--- config.mk ---
export PLATFORM = sky130hd
export DESIGN_NAME = wb_arbiter
export DESIGN_NICKNAME = d
export VERILOG_FILES = /design/src/rtl/cpu_pkg.sv /design/src/rtl/wb_fifo.sv /design/src/rtl/wb_arbiter.sv
export SDC_FILE = /design/constraint.sdc
export NUM_CORES = 1
export LEC_CHECK = 0
export BUFFER_PORTS_ARGS = -buffer_cell sky130_fd_sc_hd__clkbuf_2
export CORE_ASPECT_RATIO = 0.75
export CORE_MARGIN = 2
export CORE_UTILIZATION = 45
export DETAILED_ROUTE_END_ITERATION = 10
export GPL_TIMING_DRIVEN = 0
export PLACE_DENSITY = 0.73
export REMOVE_ABC_BUFFERS = 1
export SLEW_MARGIN = 20
export SYNTH_ARGS = -nofsm -noshare
export SYNTH_HDL_FRONTEND = slang
export SYNTH_HIERARCHICAL = 1
export SYNTH_SLANG_ARGS = --single-unit
--- constraint.sdc ---
create_clock -name clk -period 8.7 [get_ports clk]
set_input_delay 0.435 -clock clk [delete_from_list [all_inputs] [get_ports clk]]
set_output_delay 0.435 -clock clk [all_outputs]
set_load 0.01 [all_outputs]
--- src/rtl/cpu_pkg.sv ---
// Shared CPU definitions: register-file geometry, write-back entry format
// and the write-port source selector used by the write-back arbiter.
package cpu_pkg;

    localparam int REG_ADDR_W = 5;
    localparam int DATA_W     = 32;

    typedef struct packed {
        logic [REG_ADDR_W-1:0] rd;
        logic [DATA_W-1:0]     data;
    } wb_entry_t;

    // Which producer owns the register-file write port in a given cycle
    typedef enum logic [1:0] {
        SRC_NONE = 2'd0,
        SRC_MEM  = 2'd1,
        SRC_FIFO = 2'd2,
        SRC_ALU  = 2'd3
    } wb_src_t;

endpackage

--- src/rtl/wb_fifo.sv ---
// Write-back buffer for ALU results. Circular storage with wrap-around
// pointers and a separate occupancy count, so full and empty are never
// ambiguous. The stored entries are also presented in age order (index 0 is
// the oldest) together with a per-position valid mask, letting the arbiter
// scan them for register hazards and forwarding.
module wb_fifo
    import cpu_pkg::*;
#(
    parameter int DEPTH = 2,
    localparam int PTR_W = $clog2(DEPTH)
) (
    input  logic                  clk,
    input  logic                  reset,
    input  logic                  push,
    input  wb_entry_t             push_entry,
    input  logic                  pop,
    output logic                  full,
    output logic                  empty,
    output wb_entry_t             head,
    output wb_entry_t [DEPTH-1:0] entries,
    output logic [DEPTH-1:0]      valid
);

    wb_entry_t [DEPTH-1:0] store;
    logic [PTR_W-1:0]      wr_ptr;
    logic [PTR_W-1:0]      rd_ptr;
    logic [PTR_W:0]        count;
    logic                  do_push;
    logic                  do_pop;

    assign full    = (count == (PTR_W+1)'(DEPTH));
    assign empty   = (count == '0);
    assign do_push = push && !full;
    assign do_pop  = pop && !empty;
    assign head    = store[rd_ptr];

    // Storage, pointers and occupancy; a reset throws away everything buffered
    always_ff @(posedge clk or negedge reset) begin
        if (!reset) begin
            store  <= '0;
            wr_ptr <= '0;
            rd_ptr <= '0;
            count  <= '0;
        end else begin
            if (do_push) begin
                store[wr_ptr] <= push_entry;
                wr_ptr        <= wr_ptr + 1'b1;
            end
            if (do_pop) begin
                rd_ptr <= rd_ptr + 1'b1;
            end
            case ({do_push, do_pop})
                2'b10:   count <= count + 1'b1;
                2'b01:   count <= count - 1'b1;
                default: count <= count;
            endcase
        end
    end

    // Rotate the storage into age order so position k is the k-th oldest entry
    always_comb begin
        entries = '0;
        valid   = '0;
        for (int k = 0; k < DEPTH; k++) begin
            entries[k] = store[rd_ptr + PTR_W'(k)];
            valid[k]   = ((PTR_W+1)'(k) < count);
        end
    end

endmodule

--- src/rtl/wb_arbiter.sv ---
// Register-file write-back arbiter. Merges the ALU result channel and the
// load-result channel onto the single register write port. Loads win the
// port; ALU results wait in wb_fifo, or flow straight through when the
// buffer is empty and no load claims the port. Writes to r0 are accepted and
// dropped. A load whose destination is still waiting in the buffer is held
// off to keep write order, and a buffer that stays full for STARVE_LIMIT
// cycles steals one cycle from the load channel to drain.
// Optional build macro WB_FWD_EN adds a combinational forwarding lookup port.
module wb_arbiter
    import cpu_pkg::*;
#(
    parameter int FIFO_DEPTH   = 2,
    parameter int STARVE_LIMIT = 4
) (
    input  logic                  clk,
    input  logic                  reset,
    input  logic                  alu_valid,
    input  logic [REG_ADDR_W-1:0] alu_rd,
    input  logic [DATA_W-1:0]     alu_data,
    output logic                  alu_ready,
    input  logic                  mem_valid,
    input  logic [REG_ADDR_W-1:0] mem_rd,
    input  logic [DATA_W-1:0]     mem_data,
    output logic                  mem_ready,
    output logic [DATA_W-1:0]     busC,
    output logic [REG_ADDR_W-1:0] busCsel,
    output logic                  en
`ifdef WB_FWD_EN
    ,
    input  logic [REG_ADDR_W-1:0] fwd_sel,
    output logic                  fwd_hit,
    output logic [DATA_W-1:0]     fwd_data
`endif
);

    localparam int CNT_W = $clog2(STARVE_LIMIT + 1);
    localparam logic [CNT_W-1:0] STARVE_MAX = CNT_W'(STARVE_LIMIT);

    logic                       fifo_full;
    logic                       fifo_empty;
    wb_entry_t                  fifo_head;
    wb_entry_t [FIFO_DEPTH-1:0] fifo_entries;
    logic [FIFO_DEPTH-1:0]      fifo_valid;
    logic                       fifo_push;
    logic                       fifo_pop;
    wb_entry_t                  alu_entry;
    wb_entry_t                  sel_entry;
    wb_src_t                    src;
    logic [CNT_W-1:0]           starve_cnt;
    logic                       throttle;
    logic                       hazard;
    logic                       alu_fire;
    logic                       mem_fire;

    assign throttle       = (starve_cnt == STARVE_MAX);
    assign alu_ready      = !fifo_full;
    assign mem_ready      = !hazard && !throttle;
    assign alu_fire       = alu_valid && alu_ready;
    assign mem_fire       = mem_valid && mem_ready;
    assign alu_entry.rd   = alu_rd;
    assign alu_entry.data = alu_data;

    wb_fifo #(
        .DEPTH (FIFO_DEPTH)
    ) u_fifo (
        .clk        (clk),
        .reset      (reset),
        .push       (fifo_push),
        .push_entry (alu_entry),
        .pop        (fifo_pop),
        .full       (fifo_full),
        .empty      (fifo_empty),
        .head       (fifo_head),
        .entries    (fifo_entries),
        .valid      (fifo_valid)
    );

    // Hold off a load whose destination register still has a buffered ALU write
    always_comb begin
        hazard = 1'b0;
        for (int k = 0; k < FIFO_DEPTH; k++) begin
            if (fifo_valid[k] && (fifo_entries[k].rd == mem_rd) && (mem_rd != '0)) begin
                hazard = 1'b1;
            end
        end
    end

    // Pick this cycle's writer: load first, then the oldest buffered result,
    // then a fresh ALU result flowing through an empty buffer. A dropped r0
    // load leaves the port free, so the buffer may drain in that cycle.
    always_comb begin
        src       = SRC_NONE;
        sel_entry = '0;
        fifo_pop  = 1'b0;
        if (mem_fire && (mem_rd != '0)) begin
            src            = SRC_MEM;
            sel_entry.rd   = mem_rd;
            sel_entry.data = mem_data;
        end else if (!fifo_empty) begin
            src       = SRC_FIFO;
            sel_entry = fifo_head;
            fifo_pop  = 1'b1;
        end else if (alu_fire && (alu_rd != '0)) begin
            src       = SRC_ALU;
            sel_entry = alu_entry;
        end
        fifo_push = alu_fire && (alu_rd != '0) && (src != SRC_ALU);
    end

    // Registered write port; data and address keep their last values when idle
    always_ff @(posedge clk or negedge reset) begin
        if (!reset) begin
            en      <= 1'b0;
            busC    <= '0;
            busCsel <= '0;
        end else begin
            en <= (src != SRC_NONE);
            if (src != SRC_NONE) begin
                busC    <= sel_entry.data;
                busCsel <= sel_entry.rd;
            end
        end
    end

    // Count consecutive full-buffer cycles; clears when the buffer has room or after a throttle
    always_ff @(posedge clk or negedge reset) begin
        if (!reset) begin
            starve_cnt <= '0;
        end else if (!fifo_full || throttle) begin
            starve_cnt <= '0;
        end else begin
            starve_cnt <= starve_cnt + 1'b1;
        end
    end

`ifdef WB_FWD_EN
    // Forward the youngest pending value for fwd_sel: buffered entries beat the write port
    always_comb begin
        fwd_hit  = 1'b0;
        fwd_data = '0;
        if (fwd_sel != '0) begin
            if (en && (busCsel == fwd_sel)) begin
                fwd_hit  = 1'b1;
                fwd_data = busC;
            end
            for (int k = 0; k < FIFO_DEPTH; k++) begin
                if (fifo_valid[k] && (fifo_entries[k].rd == fwd_sel)) begin
                    fwd_hit  = 1'b1;
                    fwd_data = fifo_entries[k].data;
                end
            end
        end
    end
`endif

endmodule
* Yosys cells after proc, flatten, opt, wreduce, memory -nomap -nowiden
Index checks and enable logic that the tools add are counted.
Word-level totals: bits in registers 119, input port bits 78, output and inout port bits 40, word-level logic and storage cells 71
Operators by class: add/sub/neg operators 5, order comparisons 6, equal/unequal tests 7, muxes and demuxes 19, reduce and logical (&&, ||, !) cells 23
Operator list (count):
- 37-bit two-way mux | 8
- 74-bit bitwise mux | 1
- 37-bit demux with 1-bit select | 1
- 1-bit logical AND | 13
- 5-bit equality test | 2
- 5-bit nonzero test | 2
- 1-bit by 2-bit < comparator with 1-bit output (second input constant) | 3
- 2-bit two-way mux | 3
- 2-bit equality test (second input constant) | 2
- 1-bit zero test | 4
- 1-bit by 2-bit < comparator with 1-bit output (first input constant) | 2
- 1-bit two-way mux | 4
- 2-bit case mux with 2 select lines | 1
- 2-bit nonzero test | 2
- 3-bit by 1-bit adder with 3-bit output (second input constant) | 1
- 3-bit equality test (second input constant) | 1
- 3-bit two-way mux | 1
- 1-bit adder (second input constant) | 2
- 2-bit by 1-bit adder with 2-bit output (second input constant) | 1
- 2-bit by 1-bit equality test with 1-bit output (second input constant) | 1
- 2-bit zero test | 1
- 2-bit != test (second input constant) | 1
- 2-bit by 1-bit subtractor with 2-bit output (second input constant) | 1
- 1-bit greater-or-equal comparator (second input constant) | 1
- 1-bit logical OR | 1

* Depth between registers and ports, before layout
word-level depth 17, mapped depth 13, depth with buffers taken out 11

* By module
Netlist, hierarchy kept.
By module, submodules not included:
- wb_fifo | instances 1, cells each 297, area an instance 4352.9 µm², sequential area each 1951.9 µm²
- wb_arbiter | instances 1, cells each 283, area an instance 2518.7 µm², sequential area each 1026.0 µm²

* Least setup slack after synthesis
Ideal clock, no wire load.
kind register to register, start point reg u_fifo.rd_ptr, end point reg u_fifo/store[10] in the netlist's numbering, setup time 125 ps, arrival time 2842 ps, required time 8575 ps, slack 5733 ps, cell stages (with the launch flop) 14, path buffers 5, clock period less this slack 2967 ps, path through dfrtp_1 buf_2 buf_4 mux2_2 xnor2_1 nand4_1 o22ai_1 nor3_2 buf_6 o21a_1 nor3b_2 buf_6 buf_12 mux2_2
RTL lines:
- start: declaration | line wb_fifo.sv:26 | logic [PTR_W-1:0] rd_ptr;
- start signal: assignment | line wb_fifo.sv:50 | rd_ptr <= rd_ptr + 1'b1;
- end signal: indexed assignment | line wb_fifo.sv:46 | store[wr_ptr] <= push_entry;
- end: declaration | line wb_fifo.sv:24 | wb_entry_t [DEPTH-1:0] store;

==> results.ini <==
[outcome]
status = complete, no violations

[drt]
vias = 4228
first_iter_violations = 191
wl_per_cell_microns = 16.7
dr.pass1.iters = 5
totalWireLength_microns = 13500
drc = 0
via_per_inst = 5.22
ant_nets = 0

[sta]
finalSetupTns_ns = 0
slew_headroom_pct = 50.4
hold_viol_final = 0
min_period_over_period_pct = 47.7
tightestPinTransition_ns = 0.742
rsz0062_at_grt = false
max_freq_mhz = 241
maxSlewViolCount = 0
skew_ns = 0.00911
period_minus_slack_ns = 4.15
setup_viol = 0

[placed_design]
io_buffers = 117
gp_congestion = 0.778
dp_hpwl_microns = 9300
placed_cell_area_sq_mm = 0.00694

[clock_tree]
root_buffer = clkbuf_16
numCtsBuffers = 17
post-cts-setup-buffers = 0
cts_resized = 0
clk_path_buf_depth = 2
cts.sinks = 119
cts_max_level = 4
cts_hold_buffers = 1
clk_pin_slew_ns = 0.05
cts_tree = built
clk_latency_ns = 0.40

[grt]
grt_max_degree = 76
grt_pass1_vias = 4467
antenna_found_initial = 0
grt_overflow = 0
grt.total_usage_pct = 18.1
grt_pass1_wl_microns = 22000

[layout]
syn_to_final_growth_pct = 15.2
finalInstanceArea_sq_mm = 0.00748
mostFrequentLayoutCell = mux2_2
antenna_cells = 0
drive_gt1_share_pct = 49.4
final_cell_mix = mux2_2 (119), dfrtp_1 (118), clkbuf_2 (116), nand2_1 (69), nor2_1 (40)
nets = 709

[worst_setup_path]
crit_chain = buf_16, mux2_2, xnor2_1, nand4_1, o22ai_1, nor3_4, buf_8, buf_8, o21a_1, nand3b_1, buf_6, buf_8, mux2_2
critPathMaxStageDelay_ns = 0.73
cp-end-kind = flip-flop
path_common_cell = buf_8
cp_num_buf_inv = 5
cp-start-kind = flip-flop
critical_path_class = flip-flop to flip-flop
worst-r2r-setup-slack_ns = 4.55
cp_max_fo = 23
reg2reg_to = u_fifo/store[68]
crit_slowest_cell = dfrtp_2
rr_startpoint = u_fifo/rd_ptr
cp_top_family = buffers and inverters
required_ns = 8.98
cp.arrival_ns = 4.43
reg2reg_depth = 13

[hold_path]
hp-class = input pin to flip-flop
whs_path_depth = 2
hold_path_end = busC[3]
hold_start = mem_data[3]

[pwr]
ir_worst_vdd_mv = 0.163
leakagePower_uw = 0.00348
p_per_area_mw_per_mm2 = 402

[die]
chipHeight_microns = 108
rows = 37
dieArea_sq_mm = 0.0154
start_util_pct = 46.8
die_w_microns = 143
io-pin-count = 118
coreArea_sq_mm = 0.0139

[job]
cap_viol_max_count = 0

[synth]
yosys_warnings = 6
synth_cells = 546
syn_area_sq_mm = 0.00650
syn_area_per_cell_sq_um = 11.9

-- state kept, by name, summed over array words and instances (netlist names) --
name           flops
u_fifo/wr_ptr      1
busC              32
busCsel            5
u_fifo/store      74
starve_cnt         3
en                 1
u_fifo/rd_ptr      1
u_fifo/count       2
-- power by group --
group | internal [uW] | total (uW) | switching (uW)
logic | 778 | 1380 | 607
registers | 841 | 1020 | 180
clock network | 378 | 606 | 228
total | 2000 | 3010 | 1010
-- final cells by class --
type | count | area [sq um]
multi-input combinational | 347 | 2910
inverter | 9 | 33.8
fill | 1193 | 6400
sequential | 119 | 2980
tap | 175 | 219
timing repair buffer | 131 | 840
clock inverter | 5 | 25.0
clock buffer | 24 | 482
-- worst max path at each step --
stage | from | end | slack (ns) | cells after the start
5_1_grt | u_fifo/rd_ptr | u_fifo/store[68] | 4.31 | 13
3_3_place_gp | u_fifo/count[0] | u_fifo/store[13] | 0.07 | 9
6_report | u_fifo/rd_ptr | u_fifo/store[68] | 4.55 | 13
2_1_floorplan | u_fifo/count[0] | u_fifo/store[0] | 2.66 | 9
3_5_place_dp | u_fifo/rd_ptr | u_fifo/store[68] | 4.59 | 13
4_1_cts | u_fifo/rd_ptr | u_fifo/store[68] | 4.55 | 13
-- worst reg2reg max path, delay by kind of cell, from the launching register on --
kind | cells | cell delay [ns]
XOR/XNOR | 1 | 0.18
multiplexers | 2 | 0.73
AO/OA/AOI/OAI | 2 | 0.55
AND/OR/NAND/NOR | 3 | 0.77
flip-flops | 1 | 0.73
buffers and inverters | 5 | 1.07
-- stage by stage --
| step | total power [uW] | std cells | util, % | setup WS [ns] | hold WS [ns] |
|---|---|---|---|---|---|
| finish | 3010 | 810 | 53.9 | 4.55 | 0.262 |
| global placement | 2290 | 767 | 48.2 | 0.0702 | 0.481 |
| floorplan | 1990 | 475 | - | 2.66 | 0.139 |
| global route | 3220 | 810 | 53.9 | 4.31 | 0.250 |
| CTS | 3030 | 809 | 53.7 | 4.55 | 0.237 |
| detailed placement | 2400 | 779 | 50.0 | 4.59 | 0.398 |
-- layer usage --
| metal | vias up | share of wire, % | GRT usage (%) |
|---|---|---|---|
| li1 | 2006 | - | - |
| met4 | 0 | 0.66 | 4.10 |
| met2 | 121 | 47 | 29.8 |
| met3 | 14 | 5.1 | 4.78 |
| met1 | 2087 | 47 | 24.2 |
| met5 | - | 0 | 0 |
Power figures use the tool's default switching activity.
